File: src/rtl/char_box_locator_pkg.sv
// Shared definitions for the character box locator and the downstream feature-scan stage.
// Holds FSM encodings, coordinate width and the default search window.
package char_box_locator_pkg;

  localparam int COORD_W = 12;

  localparam logic [COORD_W-1:0] DEF_WIN_LEFT   = 12'd0;
  localparam logic [COORD_W-1:0] DEF_WIN_RIGHT  = 12'd639;
  localparam logic [COORD_W-1:0] DEF_WIN_TOP    = 12'd0;
  localparam logic [COORD_W-1:0] DEF_WIN_BOTTOM = 12'd479;

  typedef enum logic [2:0] {
    IDLE   = 3'd0,
    SCAN   = 3'd1,
    CALC1  = 3'd2,
    CALC2  = 3'd3,
    UPDATE = 3'd4
  } state_t;

  function automatic logic in_range(input logic [COORD_W-1:0] v,
                                    input logic [COORD_W-1:0] lo,
                                    input logic [COORD_W-1:0] hi);
    return (v >= lo) && (v <= hi);
  endfunction

endpackage

File: src/rtl/char_box_minmax.sv
// Single-axis min/max tracker: init restores the empty range (min=all ones, max=0),
// upd folds one coordinate into the running range.
module char_box_minmax
  import char_box_locator_pkg::*;
(
  input  logic               clk,
  input  logic               rst_n,
  input  logic               init,
  input  logic               upd,
  input  logic [COORD_W-1:0] val,
  output logic [COORD_W-1:0] min_o,
  output logic [COORD_W-1:0] max_o
);

  logic [COORD_W-1:0] min_q, min_d;
  logic [COORD_W-1:0] max_q, max_d;

  always_comb begin
    min_d = min_q;
    max_d = max_q;
    if (init) begin
      min_d = '1;
      max_d = '0;
    end else if (upd) begin
      if (val < min_q) min_d = val;
      if (val > max_q) max_d = val;
    end
  end

  always_ff @(posedge clk or negedge rst_n) begin
    if (!rst_n) begin
      min_q <= '1;
      max_q <= '0;
    end else begin
      min_q <= min_d;
      max_q <= max_d;
    end
  end

  assign min_o = min_q;
  assign max_o = max_q;

endmodule

File: src/rtl/char_box_locator.sv
// Measures the foreground bounding box inside a search window once per frame and publishes
// frame-stable geometry. CHAR_BOX_HOLD_LAST_EN: invalid frames keep the last good geometry.
module char_box_locator
  import char_box_locator_pkg::*;
#(
  parameter logic [COORD_W-1:0] WIN_LEFT   = DEF_WIN_LEFT,
  parameter logic [COORD_W-1:0] WIN_RIGHT  = DEF_WIN_RIGHT,
  parameter logic [COORD_W-1:0] WIN_TOP    = DEF_WIN_TOP,
  parameter logic [COORD_W-1:0] WIN_BOTTOM = DEF_WIN_BOTTOM,
  parameter logic [COORD_W-1:0] MIN_W      = 12'd8,
  parameter logic [COORD_W-1:0] MIN_H      = 12'd16,
  parameter logic [7:0]         ROW_K1     = 8'd85,
  parameter logic [7:0]         ROW_K2     = 8'd171
) (
  input  logic               clk,
  input  logic               rst_n,
  input  logic               i_hs,
  input  logic               i_vs,
  input  logic               i_de,
  input  logic [COORD_W-1:0] i_x,
  input  logic [COORD_W-1:0] i_y,
  input  logic               i_th,
  output logic [COORD_W-1:0] char_up,
  output logic [COORD_W-1:0] char_down,
  output logic [COORD_W-1:0] char_left,
  output logic [COORD_W-1:0] char_right,
  output logic [COORD_W-1:0] row_scanf_line1,
  output logic [COORD_W-1:0] row_scanf_line2,
  output logic               box_valid,
  output logic               frame_done
);

  state_t state_q, state_d;
  logic   vs_q;
  logic   vs_rise, vs_fall, in_win;
  logic   trk_init, trk_upd;

  logic [COORD_W-1:0] min_x, max_x, min_y, max_y;
  logic [COORD_W-1:0] w_q, w_d, h_q, h_d;
  logic               valid_q, valid_d;
  logic [19:0]        prod1, prod2;
  logic [COORD_W-1:0] line1, line2;

  logic [COORD_W-1:0] up_q, up_d, down_q, down_d, left_q, left_d, right_q, right_d;
  logic [COORD_W-1:0] l1_q, l1_d, l2_q, l2_d;
  logic               box_valid_q, box_valid_d, frame_done_q, frame_done_d;
  logic               unused_bits;

  char_box_minmax u_track_x (
    .clk   (clk),
    .rst_n (rst_n),
    .init  (trk_init),
    .upd   (trk_upd),
    .val   (i_x),
    .min_o (min_x),
    .max_o (max_x)
  );

  char_box_minmax u_track_y (
    .clk   (clk),
    .rst_n (rst_n),
    .init  (trk_init),
    .upd   (trk_upd),
    .val   (i_y),
    .min_o (min_y),
    .max_o (max_y)
  );

  assign vs_rise = i_vs & ~vs_q;
  assign vs_fall = ~i_vs & vs_q;
  assign in_win  = in_range(i_x, WIN_LEFT, WIN_RIGHT) & in_range(i_y, WIN_TOP, WIN_BOTTOM);

  assign prod1 = {8'd0, h_q} * {12'd0, ROW_K1};
  assign prod2 = {8'd0, h_q} * {12'd0, ROW_K2};
  assign line1 = min_y + prod1[19:8];
  assign line2 = min_y + prod2[19:8];

  assign unused_bits = ^{i_hs, prod1[7:0], prod2[7:0]};

  // Outputs are registered on the CALC2->UPDATE edge so they and frame_done are visible
  // during the UPDATE cycle, three cycles after the vs_fall cycle.
  always_comb begin
    state_d      = state_q;
    trk_init     = 1'b0;
    trk_upd      = 1'b0;
    w_d          = w_q;
    h_d          = h_q;
    valid_d      = valid_q;
    up_d         = up_q;
    down_d       = down_q;
    left_d       = left_q;
    right_d      = right_q;
    l1_d         = l1_q;
    l2_d         = l2_q;
    box_valid_d  = box_valid_q;
    frame_done_d = 1'b0;

    case (state_q)
      IDLE: begin
        if (vs_rise) begin
          trk_init = 1'b1;
          state_d  = SCAN;
        end
      end
      SCAN: begin
        if (vs_fall) begin
          state_d = CALC1;
        end else if (i_vs && i_de && i_th && in_win) begin
          trk_upd = 1'b1;
        end
      end
      CALC1: begin
        w_d     = max_x - min_x;
        h_d     = max_y - min_y;
        valid_d = (min_x <= max_x) && (min_y <= max_y) &&
                  ((max_x - min_x) >= MIN_W) && ((max_y - min_y) >= MIN_H);
        state_d = CALC2;
      end
      CALC2: begin
        frame_done_d = 1'b1;
        box_valid_d  = valid_q;
        if (valid_q) begin
          up_d    = min_y;
          down_d  = max_y;
          left_d  = min_x;
          right_d = max_x;
          l1_d    = line1;
          l2_d    = line2;
        end else begin
`ifdef CHAR_BOX_HOLD_LAST_EN
          box_valid_d = 1'b0;
`else
          up_d    = '0;
          down_d  = '0;
          left_d  = '0;
          right_d = '0;
          l1_d    = '0;
          l2_d    = '0;
`endif
        end
        state_d = UPDATE;
      end
      UPDATE:  state_d = IDLE;
      default: state_d = IDLE;
    endcase
  end

  always_ff @(posedge clk or negedge rst_n) begin
    if (!rst_n) begin
      state_q      <= IDLE;
      vs_q         <= 1'b0;
      w_q          <= '0;
      h_q          <= '0;
      valid_q      <= 1'b0;
      up_q         <= '0;
      down_q       <= '0;
      left_q       <= '0;
      right_q      <= '0;
      l1_q         <= '0;
      l2_q         <= '0;
      box_valid_q  <= 1'b0;
      frame_done_q <= 1'b0;
    end else begin
      state_q      <= state_d;
      vs_q         <= i_vs;
      w_q          <= w_d;
      h_q          <= h_d;
      valid_q      <= valid_d;
      up_q         <= up_d;
      down_q       <= down_d;
      left_q       <= left_d;
      right_q      <= right_d;
      l1_q         <= l1_d;
      l2_q         <= l2_d;
      box_valid_q  <= box_valid_d;
      frame_done_q <= frame_done_d;
    end
  end

  assign char_up         = up_q;
  assign char_down       = down_q;
  assign char_left       = left_q;
  assign char_right      = right_q;
  assign row_scanf_line1 = l1_q;
  assign row_scanf_line2 = l2_q;
  assign box_valid       = box_valid_q;
  assign frame_done      = frame_done_q;

endmodule

File: config.mk
export PLATFORM = sky130hd
export DESIGN_NAME = char_box_locator
export DESIGN_NICKNAME = d
export VERILOG_FILES = /design/src/rtl/char_box_locator_pkg.sv /design/src/rtl/char_box_minmax.sv /design/src/rtl/char_box_locator.sv
export SDC_FILE = /design/constraint.sdc
export NUM_CORES = 1
export LEC_CHECK = 0
export ABC_AREA = 1
export CORE_AREA = 2 2 204 106
export CTS_BUF_LIST = sky130_fd_sc_hd__clkbuf_4 sky130_fd_sc_hd__clkbuf_8
export DETAILED_ROUTE_END_ITERATION = 10
export DIE_AREA = 0 0 206 108
export GPL_ROUTABILITY_DRIVEN = 0
export PLACE_DENSITY = 0.81
export SETUP_SLACK_MARGIN = 0.02
export SYNTH_ARGS = -nofsm -noshare
export SYNTH_HDL_FRONTEND = slang
export SYNTH_HIERARCHICAL = 1
export SYNTH_SLANG_ARGS = --single-unit
File: constraint.sdc
create_clock -name clk -period 12.75 [get_ports clk]
set_input_delay 1.9125 -clock clk [delete_from_list [all_inputs] [get_ports clk]]
set_output_delay 1.9125 -clock clk [all_outputs]
set_load 0.03 [all_outputs]
; After elaboration in Yosys (flattened, before gate mapping)
; Index checks and enable logic that the tools add are counted.
[word_totals]
ff_bits = 139
in_bits = 30
out_inout_bits = 74
[classes]
add_sub_neg = 4
n_mul = 2
magnitude_cmp = 12
eq_ne = 5
muxes = 27
n_bitwise = 5
reduce_logical = 19
[ops]
columns = operator, n
row1 = two-way mux 12 bit, 18
row2 = ">= comparator 12 x 1 -> 1 bit, second input constant", 2
row3 = greater-than comparator 12 bit, 2
row4 = <= comparator 12 bit, 2
row5 = less-than comparator 12 bit, 2
row6 = subtractor 12 bit, 2
row7 = "multiplier 12 x 8 -> 20 bit, second input constant", 1
row8 = "multiplier 12 x 7 -> 19 bit, second input constant", 1
row9 = adder 12 x 11 -> 12 bit, 1
row10 = adder 12 bit, 1
row11 = ">= comparator 12 x 4 -> 1 bit, second input constant", 1
row12 = ">= comparator 12 x 5 -> 1 bit, second input constant", 1
row13 = "<= comparator 12 x 10 -> 1 bit, second input constant", 1
row14 = "<= comparator 12 x 9 -> 1 bit, second input constant", 1
row15 = one-hot mux 3 bit (4 select lines), 1
row16 = AND reduction 2 bit, 5
row17 = nonzero test 2 bit, 5
row18 = logical AND 1 bit, 8
row19 = "equality test 3 x 2 -> 1 bit, second input constant", 2
row20 = two-way mux 1 bit, 6
row21 = two-way mux 3 bit, 2
row22 = "!= test 2 bit, second input constant", 2
row23 = AND 1 bit, 3
row24 = "equality test 3 x 1 -> 1 bit, second input constant", 1
row25 = other kinds (2), 3

; Logic depth before layout (Yosys ltp)
; Gate-level depths: netlist of run 1.
[depth]
word_depth = 9
depth_mapped = 28
depth_no_buf = 28

; Cells and area by module
; Netlist of run 1, hierarchy kept.
[by_module_without_submodules]
columns = module, instances, cells_each, area_each_um2
row1 = char_box_locator, 1, 1130, 8534.4
row2 = char_box_minmax at u_track_y, 1, 235, 1762.9
row3 = char_box_minmax at u_track_x, 1, 234, 1759.2

; Worst setup path after synthesis of run 1
; Ideal clock, no wire load.
[synth_timing]
path_kind = reg-to-reg
startpoint = register h_q[1]
endpoint = register l2_q[10] (netlist: row_scanf_line2[10])
setup_ps = 123
t_arrival_ps = 4602
setup_slack_ps = 8025
stages_incl_launch_ff = 28
n_path_buf = 0
period_less_slack_ps = 4725
path_cell_list = dfrtp_1 -> ha_1 -> inv_1 -> fa_1 -> inv_1 -> fa_1 -> inv_1 -> fa_1 -> inv_1 -> ha_1 -> nand2_1 -> a21oi_1 -> nor3_1 -> nand2_1 -> nand3_1 -> nand2_1 -> nand2_1 -> nand2_1 -> nand2_1 -> nand2_1 -> ha_1 -> inv_1 -> nor3_1 -> nand3_1 -> nand4_1 -> a21oi_1 -> o21ai_0 -> nand2_1
[synth_between]
elab_chain_cells = 3
[synth_rtl]
columns = item, line_no
row1 = "start, declared", char_box_locator.sv:39  ; logic [COORD_W-1:0] w_q, w_d, h_q, h_d;
row2 = "start signal, assigned", char_box_locator.sv:153  ; h_q <= '0;
row3 = "start signal, assigned", char_box_locator.sv:167  ; h_q <= h_d;
row4 = multiplier 12 x 8 -> 20 bit, char_box_locator.sv:74  ; assign prod2 = {8'd0, h_q} * {12'd0, ROW_K2};
row5 = adder 12 bit, char_box_locator.sv:76  ; assign line2 = min_y + prod2[19:8];
row6 = two-way mux 12 bit, char_box_locator.sv:122  ; if (valid_q) begin
row7 = "end signal, assigned", char_box_locator.sv:174  ; l2_q <= l2_d;
row8 = "end, declared", char_box_locator.sv:45  ; logic [COORD_W-1:0] l1_q, l1_d, l2_q, l2_d;
; Every way passes these cells.
; A chain may end at the register's enable or synchronous reset.

; Final worst setup path of run 1
[layout_timing]
startpoint = register h_q[3]
endpoint = register l2_q[10] (netlist: row_scanf_line2[10])
; The elaborated chain is that of the path after synthesis.

==> reports/metrics.yaml, run 1 <==
synthesis:
  yosysTopAreaCellShare_pct: 23.9
  synthArstFlopShare_pct: 100
  synth_xor_area_share_pct: 2.23
  synth_ff_type: "dfrtp_1"
  synth.avg_cell_area_um2: 7.54
  syn_nets: 1826
  synth_top_family_by_area: "simple AND/OR/NAND/NOR gates"
  postSynthCellCount: 1599
  synth.distinct_cells: 45
  yosys-top-cells-count: "nand2_1 (414), inv_1 (262), ha_1 (167), dfrtp_1 (115), nand3_1 (104)"
  synthAdderAreaFrac_pct: 22.3
  synthSimpleGateAreaFrac_pct: 25.8
  muxShareOfSynthArea_pct: 0
  yosys.cell_count.top_type: "nand2_1"
  synth_compound_area_share_pct: 10.3
  synth_edf_count: 0
  yosys_warnings: 6
  synth_seq_area_share_pct: 29.1
  synth_area_mm2: 0.0121
  synthTopCellsByArea: "dfrtp_1 (24%), ha_1 (17%), nand2_1 (13%), inv_1 (8.2%), dfstp_2 (5.2%)"
  synth_top_area_cell: "dfrtp_1"
  synth_seq_cells: 139
timing:
  period_needed_ns: 5.49
  finalHoldViolCount: 0
  tns_ns: 0
  maxSlewHeadroom_pct: 21.3
  rsz0062_at_grt: "no"
  slew_viol_final: 0
  worst_pin_slew_ns: 1.18
  finalCritPeriodShare_pct: 43.1
  fmax_mhz: 182
  worst_slack_ns: 7.26
  skew_ns: 0.0116
  setup_viol: 0
critical_path:
  critPathMaxFanout: 6
  cp.buffers_inverters: 5
  critPathArrivalTime_ns: 5.84
  cpPeakStageDelay_ns: 0.54
  critPathLaunchType: "flip-flop"
  path_class: "reg2reg"
  worstPathRequired_ns: 13.09
  timing.rr.start: "h_q[3]"
  crit_path_frequent_cell: "nand2_1"
  crit_family: "adder cells"
  worst_setup_path_end_kind: "flip-flop"
  cp_slowest_cell: "fa_1"
  startpoint: "h_q[3]"
clocking:
  postCtsHoldBufs: 0
  cts_setup_buffers: 0
  clkTransAtPathRegs_ns: 0.08
  htreeDepth: 4
  cts_sinks: 139
  cts_buffer_depth: 2
  cts_made_buffers: 17
  root_buffer: "clkbuf_8"
  cts_tree: "built"
  cts_resized: 0
  clock_latency_ns: 0.46
finish:
  syn_to_final_growth_pct: 13.6
  layout-drive-gt1-share_pct: 7.00
  n_antenna_cell: 0
  num-fill-cells: 1638
  final_cells: 1972
  nets: 1913
global_routing:
  grt_pass1_vias: 11000
  grt_usage_pct: 30.0
  antenna_found_initial: 0
  grt_first_pass_wirelength_mm: 52.5
  grt_max_degree: 77
  grt_overflow: 0
min_path:
  hp-class: "reg2reg"
  min-delay-start: "box_valid"
placement:
  portBuffers: 102
  dp_cells: 1940
  hpwl_mm: 24.5
  post-place-ws_ns: 7.33
floorplanning:
  die_w_um: 206
  ios: 104
  fp.dieH_um: 108
  start_util_pct: 59.5
  num_rows: 37
  core_mm2: 0.0203
  die_area_mm2: 0.0222
outcome:
  status: "completed"
detailed_routing:
  avgViaCountPerCell: 5.71
  drt_wl_total_mm: 31.9
  first_iter_violations: 836
  routedWlPerCell_um: 16.2
  ant_nets: 0
  drt_pass1_iterations: 5
  dr_total_vias: 11300
  drc: 0
job:
  drv_cap: 0
layout by cell type, fill, tap and decap left out, types with 2 or more instances in the layout:
cell type and instances:
or2_2 20, inv_2 10, a21boi_1 4, clkinvlp_4 3, nand2_1 414, a21boi_0 2, a21oi_1 66, nand4_1 47
dfstp_2 24, o21bai_1 10, nand2_2 14, a31oi_1 5, clkinv_2 2, nor3_2 2, clkbuf_8 21, nor3_1 10
nand3_2 2, nand3_1 104, nor2_1 88, o21ai_0 58, o21a_1 2, nor2_2 3, o21ai_1 22, xor2_1 20
xor2_2 2, inv_1 262, a21o_1 9, fa_1 30, xnor2_1 7, dfrtp_1 115, clkdlybuf4s50_1 101, buf_4 3
a22o_1 25, ha_1 167, o21ai_2 2, bufinv_16 4, o211ai_1 2, nand3b_1 5
area by class of cell:
| cell class | count | area [um^2] | area share (%) |
|---|---|---|---|
| tap | 273 | 342 | 2.49 |
| inverter | 272 | 1020 | 7.45 |
| clock buffer | 22 | 297 | 2.16 |
| multi-input combinational | 1151 | 7320 | 53.5 |
| timing repair buffer | 105 | 1040 | 7.63 |
| sequential | 139 | 3510 | 25.6 |
| clock inverter | 10 | 161 | 1.18 |
worst paths after layout:
check                      depth (start not counted)                  end  slack (ns)
hold reg to reg                                    2            box_valid        0.48
setup reg to reg                                  27  row_scanf_line2[10]        7.26
setup / recovery                                  27  row_scanf_line2[10]        7.26
max in group asynchronous                          2   row_scanf_line1[3]        9.94
hold / removal                                     2            box_valid        0.48
min in group asynchronous                          1           state_q[0]        1.42
worst min-delay path, cell delays in order, from the launching register on:
cell	delay, ns
dfrtp_1	0.36
nand2_1	0.05
nand2_1	0.04
cells by family (layout without fill, tap and decap cells):
kind of cell               Yosys count  count (layout)
xor gates and xnor gates            29              29
adders and majority gates          197             197
DFF                                139             139
buffers and inverters              309             409
and+or+nand+nor                    715             715
AOI/OAI and AO/OA                  210             210
routing by layer:
metal	vias up	global-route usage [%]	wire, um
li1	5372	-	-
met1	5293	38.9	13400
met2	500	49.6	14900
met3	103	5.00	2370
met4	0	14.1	1220
met5	-	0	0
per-stage QoR:
step	hold slack (ns)	util, %	instance area, um^2
floorplan	0.469	-	12100
global placement	0.455	65.3	13200
detailed placement	0.466	65.3	13200
CTS	0.485	67.5	13700
global route	0.508	67.5	13700
finish	0.484	67.5	13700
sequential cells by signal, indices dropped and copies added (netlist names):
signal           count
state_q              3
u_track_y/min_o     12
row_scanf_line1     12
u_track_y/max_o     12
vs_q                 1
char_down           12
u_track_x/min_o     12
row_scanf_line2     12
h_q                 12
char_left           12
char_up             12
box_valid            1
valid_q              1
char_right          12
u_track_x/max_o     12
frame_done           1
Power of run 1 is left out: the tool's default activity adds up to more than one toggle a clock period on the data nets, which glitch-free logic cannot reach.
==> inputs of run 2 (changes only) <==
--- a/config.mk
+++ b/config.mk
@@ -6,12 +6,12 @@
 export NUM_CORES = 1
 export LEC_CHECK = 0
 export ABC_AREA = 1
-export CORE_AREA = 2 2 204 106
+export CORE_AREA = 2 2 213 110
 export CTS_BUF_LIST = sky130_fd_sc_hd__clkbuf_4 sky130_fd_sc_hd__clkbuf_8
 export DETAILED_ROUTE_END_ITERATION = 10
-export DIE_AREA = 0 0 206 108
+export DIE_AREA = 0 0 215 112
 export GPL_ROUTABILITY_DRIVEN = 0
-export PLACE_DENSITY = 0.81
+export PLACE_DENSITY = 0.79
 export SETUP_SLACK_MARGIN = 0.02
 export SYNTH_ARGS = -nofsm -noshare
 export SYNTH_HDL_FRONTEND = slang
==> constraint.sdc (replaced) <==
create_clock -name clk -period 4.8 [get_ports clk]
set_input_delay 0.72 -clock clk [delete_from_list [all_inputs] [get_ports clk]]
set_output_delay 0.72 -clock clk [all_outputs]
set_load 0.03 [all_outputs]
==> reports/metrics.yaml, run 2 (synthesis gave the netlist of run 1 again) <==
outcome:
  status: "finished, violations left"
  violations: "setup timing"
min_path:
  hp-class: "in2async"
job:
  drv_cap: 0  # unchanged
timing:
  finalHoldViolCount: 0  # unchanged
  setup_viol: 3  # +3
  slew_viol_final: 0  # unchanged
  worst_pin_slew_ns: 1.26  # +0.0840 ns
  maxSlewHeadroom_pct: 15.7  # -5.6 points
  skew_ns: 0.00947  # -0.00213 ns
  period_needed_ns: 4.97  # -0.524 ns
  finalCritPeriodShare_pct: 104  # +60 points
  fmax_mhz: 201  # +11%
  tns_ns: -0.324  # -0.324 ns
  rsz0062_at_grt: "yes"
  worst_slack_ns: -0.169  # -7.43 ns
clocking:
  clock_latency_ns: 0.48  # +0.02 ns
  cts_made_buffers: 17  # unchanged
  clkTransAtPathRegs_ns: 0.08  # about the same
  cts_tree: "built"
  root_buffer: "clkbuf_8"
  postCtsHoldBufs: 0  # unchanged
  cts_sinks: 139  # unchanged
  cts_buffer_depth: 2  # unchanged
  htreeDepth: 4  # unchanged
global_routing:
  grt_usage_pct: 31.5  # +1.5 points
  grt_pass1_vias: 11200  # +1.9%
  grt_overflow: 0  # unchanged
  met3_usage_pct: 9.84  # +4.8 points
  grt_first_pass_wirelength_mm: 59.5  # +13%
  met1_usage_pct: 47.0  # +8.2 points
  grtUsageMet2_pct: 43.7  # -5.9 points
  busiest_layer: "met1"
  grt_max_degree: 75  # -2.6%
  antenna_found_initial: 2  # +2
floorplanning:
  start_util_pct: 53.9  # -5.5 points
  fp.dieH_um: 112  # +3.7%
  die_w_um: 215  # +4.4%
  ios: 104  # unchanged
  core_mm2: 0.0223  # +10%
  die_area_mm2: 0.0241  # +8.2%
  num_rows: 39  # +5.4%
detailed_routing:
  dr_total_vias: 12000  # +6.4%
  first_iter_violations: 1504  # +80%
  ant_nets: 0  # unchanged
  drt_pass1_iterations: 8  # +3
  avgViaCountPerCell: 5.71  # -0.15%
  drt_wl_total_mm: 38.6  # +21%
  routedWlPerCell_um: 18.4  # +13%
  drc: 0  # unchanged
finish:
  final_cells: 2102  # +6.6%
  layout_commonest_cell: "nand2_1"
  most-common-layout-cells: "nand2_1 (381), inv_1 (241), ha_1 (140), dfrtp_1 (111), clkdlybuf4s50_1 (101)"
  utilization_pct: 68.2  # +0.69 points
  syn_to_final_growth_pct: 26.5
  num-fill-cells: 1716  # +4.8%
  nets: 2008  # +5.0%
  layout-drive-gt1-share_pct: 20.8  # +14 points
critical_path:
  critPathMaxFanout: 4  # -2
  worst_setup_path_end_kind: "flip-flop"
  critPathArrivalTime_ns: 5.34  # -0.50 ns
  worstPathRequired_ns: 5.17  # -7.92 ns
  critPathLaunchType: "flip-flop"
  path_class: "reg2reg"
placement:
  dp_cells: 2043  # +5.3%
  hpwl_mm: 28.3  # +16%
  portBuffers: 102  # unchanged
-- run 2: changes by cell type in the layout (fill, tap and decap cells not counted), moves of 10 or more --
cell	change
nor2_1	-11
nand2_1	-33
nand3_2	+10
buf_4	+85
inv_1	-21
a21oi_2	+23
nand2_2	+26
o21ai_0	-11
ha_1	-27
inv_2	+20
a21oi_1	-24
buf_6	+10
nand3_1	-10
ha_4	+21
-- run 2: through the flow --
step	setup slack (ns)	hold WS [ns]	instance area (um^2)
2_1_floorplan	0.0746	0.424	12100
6_report	-0.169	0.233	15200
5_1_grt	-0.309	0.290	15200
4_1_cts	0.00306	0.243	14600
3_5_place_dp	-0.302	0.458	13800
3_3_place_gp	-0.237	0.455	13800
-- run 2: area by class of cell --
class	count	area [um^2]	area share (%)
multi-input combinational	1151	8090	53.1
sequential	139	3510	23.0
timing repair buffer	200	1800	11.8
inverter	272	1020	6.71
tap	307	384	2.52
clock buffer	20	275	1.81
clock inverter	12	161	1.06
antenna	1	2.50	0.0164
-- run 2: metal layers --
metal	vias to the layer above	share of wire (%)
li1	5544	-
met1	5648	45
met2	714	40
met3	87	13
met4	0	2.0
met5	-	0
-- run 2: worst paths after layout --
| check | slack [ns] | start | cells after the start | end |
|---|---|---|---|---|
| min in group clk | 0.48 | box_valid | 2 | box_valid |
| max in group asynchronous | 3.56 | rst_n | 2 | u_track_x/min_o[11] |
| max | -0.17 | h_q[3] | 25 | row_scanf_line2[10] |
| min reg2reg | 0.48 | box_valid | 2 | box_valid |
| min | 0.23 | rst_n | 1 | row_scanf_line1[2] |
| max reg2reg | -0.17 | h_q[3] | 25 | row_scanf_line2[10] |
-- run 2: critical path, cell delays in order, from the launching register on --
cell and delay, ns:
dfrtp_2 0.48, buf_6 0.15, ha_4 0.26, inv_1 0.05, fa_1 0.48, inv_2 0.04, fa_1 0.50, inv_2 0.05
fa_1 0.53, inv_2 0.05, ha_4 0.28, nand2_2 0.08, a21oi_2 0.14, nor3_2 0.07, buf_4 0.14, a21oi_2 0.12
nor2_1 0.07, xnor2_1 0.22, ha_2 0.38, inv_2 0.10, o21ai_2 0.07, nand3_1 0.10, nand4_1 0.14, buf_4 0.17
o21ai_2 0.11, nand2_1 0.07
-- run 2: what timing repair did --
action                                  in CTS  in global routing
endpoints found under the setup margin      16                 16
buffers inserted                             9                 18
resized for setup                           68                131
pin swaps                                   35                 95
Power of run 2 is left out for the same reason.
==> inputs of run 3 (changes only) <==
--- a/config.mk
+++ b/config.mk
@@ -11,7 +11,7 @@
 export DETAILED_ROUTE_END_ITERATION = 10
 export DIE_AREA = 0 0 215 112
 export GPL_ROUTABILITY_DRIVEN = 0
-export PLACE_DENSITY = 0.79
+export PLACE_DENSITY_LB_ADDON = 0.15
 export SETUP_SLACK_MARGIN = 0.02
 export SYNTH_ARGS = -nofsm -noshare
 export SYNTH_HDL_FRONTEND = slang
==> reports/metrics.yaml, run 3 (synthesis gave the netlist of run 1 again) <==
detailed_routing:
  drt_wl_total_mm: 37.3  # -3.4%
  routedWlPerCell_um: 17.7  # -3.6%
  first_iter_violations: 1285  # -15%
  ant_nets: 0  # unchanged
  dr_total_vias: 11500  # -3.9%
  avgViaCountPerCell: 5.47  # -4.1%
  drt_pass1_iterations: 5  # -3
  drc: 0  # unchanged
global_routing:
  grt_first_pass_wirelength_mm: 58.3  # -2.1%
  grt_overflow: 0  # unchanged
  antenna_found_initial: 1  # -1
  grt_pass1_vias: 11000  # -2.1%
  grt_usage_pct: 31.3  # -0.24 points
  grt_max_degree: 75  # unchanged
job:
  drv_cap: 0  # unchanged
clocking:
  htreeDepth: 4  # unchanged
  clock_latency_ns: 0.50  # +0.02 ns
  clkTransAtPathRegs_ns: 0.09  # about the same
  cts_buffer_depth: 2  # unchanged
  root_buffer: "clkbuf_8"
  cts_tree: "built"
  cts_made_buffers: 17  # unchanged
  cts_sinks: 139  # unchanged
critical_path:
  critPathLaunchType: "flip-flop"
  worst_setup_path_end_kind: "flip-flop"
  worstPathRequired_ns: 5.19  # +0.02 ns
  critPathArrivalTime_ns: 5.37  # +0.03 ns
  path_class: "reg2reg"
  critPathMaxFanout: 4  # unchanged
timing:
  worst_pin_slew_ns: 0.910  # -0.353 ns
  rsz0062_at_grt: "yes"
  period_needed_ns: 4.98  # +0.00839 ns
  skew_ns: 0.0194  # +0.00997 ns
  worst_slack_ns: -0.178  # -0.00839 ns
  tns_ns: -0.305  # +0.0188 ns
  setup_viol: 4  # +1
  slew_viol_final: 0  # unchanged
  finalCritPeriodShare_pct: 104  # +0.17 points
  whs_ns: 0.230  # -0.00247 ns
  finalHoldViolCount: 0  # unchanged
  maxSlewHeadroom_pct: 39.1  # +23 points
  fmax_mhz: 201  # -0.17%
min_path:
  hp-class: "in2async"
floorplanning:
  fp.dieH_um: 112  # unchanged
  die_area_mm2: 0.0241  # unchanged
  die_w_um: 215  # unchanged
  ios: 104  # unchanged
  core_mm2: 0.0223  # unchanged
  num_rows: 39  # unchanged
  start_util_pct: 53.9  # unchanged
finish:
  fin_area_mm2: 0.0152  # -0.38%
  syn_to_final_growth_pct: 26.0
  num-fill-cells: 1884  # +9.8%
  layout-drive-gt1-share_pct: 19.7  # -1.1 points
  layout_commonest_cell: "nand2_1"
  n_antenna_cell: 0  # -1
  most-common-layout-cells: "nand2_1 (385), inv_1 (245), ha_1 (146), dfrtp_1 (109), clkdlybuf4s50_1 (101)"
  nets: 2014  # +0.30%
placement:
  hpwl_mm: 28.6  # +1.1%
  post-place-ws_ns: -0.338  # -0.0365 ns
  portBuffers: 102  # unchanged
  dpl_cell_area_mm2: 0.0139  # +0.98%
outcome:
  status: "finished, violations left"
  violations: "setup timing"
run 3: changes by cell type in the layout (fill, tap and decap cells not counted), sizes merged:
cell,delta
clkbuf,-1
clkinvlp,-2
diode,-1
bufinv,-1
clkinv,+3
inv,+1
buf,+6
run 3: stage by stage:
stage                     utilization (%)  instances
after floorplan                         -       1599
after global placement               62.4       2061
after detailed placement             62.4       2061
after CTS                            65.9       2098
after global routing                 68.0       2107
final                                68.0       2107
run 3: per-layer routing:
metal | vias to the layer above | part of all wire, % | global-route usage (%) | wire length, um
li1 | 5567 | - | - | -
met1 | 5396 | 49 | 48.6 | 18200
met2 | 530 | 38 | 41.5 | 14300
met3 | 34 | 12 | 10.3 | 4360
met4 | 0 | 1.2 | 6.16 | 452
met5 | - | 0 | 0 | 0
run 3: layout make-up:
cell class / instances / area, um^2 / area share [%]
timing repair buffer: 206 / 1840 / 12.1
inverter: 272 / 1020 / 6.74
multi-input combinational: 1151 / 8030 / 52.8
clock buffer: 19 / 255 / 1.68
sequential: 139 / 3520 / 23.1
tap: 307 / 384 / 2.53
clock inverter: 13 / 143 / 0.939
run 3: repair_timing:
item                                    4_1_cts  5_1_grt
pin swaps                                    49       82
setup buffers                                 5       10
hold buffers                                  0        0
endpoints found under the setup margin       15       17
resized for setup                            76      105
run 3: final timing paths:
| check | from | to | slack (ns) | cells past startpoint |
|---|---|---|---|---|
| max in group asynchronous | rst_n | u_track_x/min_o[8] | 3.52 | 2 |
| hold / removal | rst_n | row_scanf_line1[1] | 0.23 | 1 |
| min in group clk | row_scanf_line1[2] | row_scanf_line1[2] | 0.49 | 2 |
| setup / recovery | h_q[3] | row_scanf_line2[10] | -0.18 | 24 |
| setup reg to reg | h_q[3] | row_scanf_line2[10] | -0.18 | 24 |
| hold reg to reg | row_scanf_line1[2] | row_scanf_line1[2] | 0.49 | 2 |
run 3: critical path, stage by stage (launching register included):
cell	delay (ns)
dfrtp_2	0.48
ha_4	0.31
inv_4	0.04
fa_1	0.51
inv_2	0.05
fa_1	0.49
inv_2	0.04
fa_1	0.59
inv_2	0.06
ha_4	0.27
nand2_2	0.05
a21oi_2	0.14
nor3_2	0.07
buf_4	0.14
a21oi_4	0.15
nor2_2	0.06
xnor2_1	0.13
ha_1	0.41
nand2_2	0.12
nor3_4	0.21
nand3_1	0.10
nand4_1	0.17
a21oi_2	0.10
o21ai_2	0.11
nand2_1	0.07
Power of run 3 is left out for the same reason.
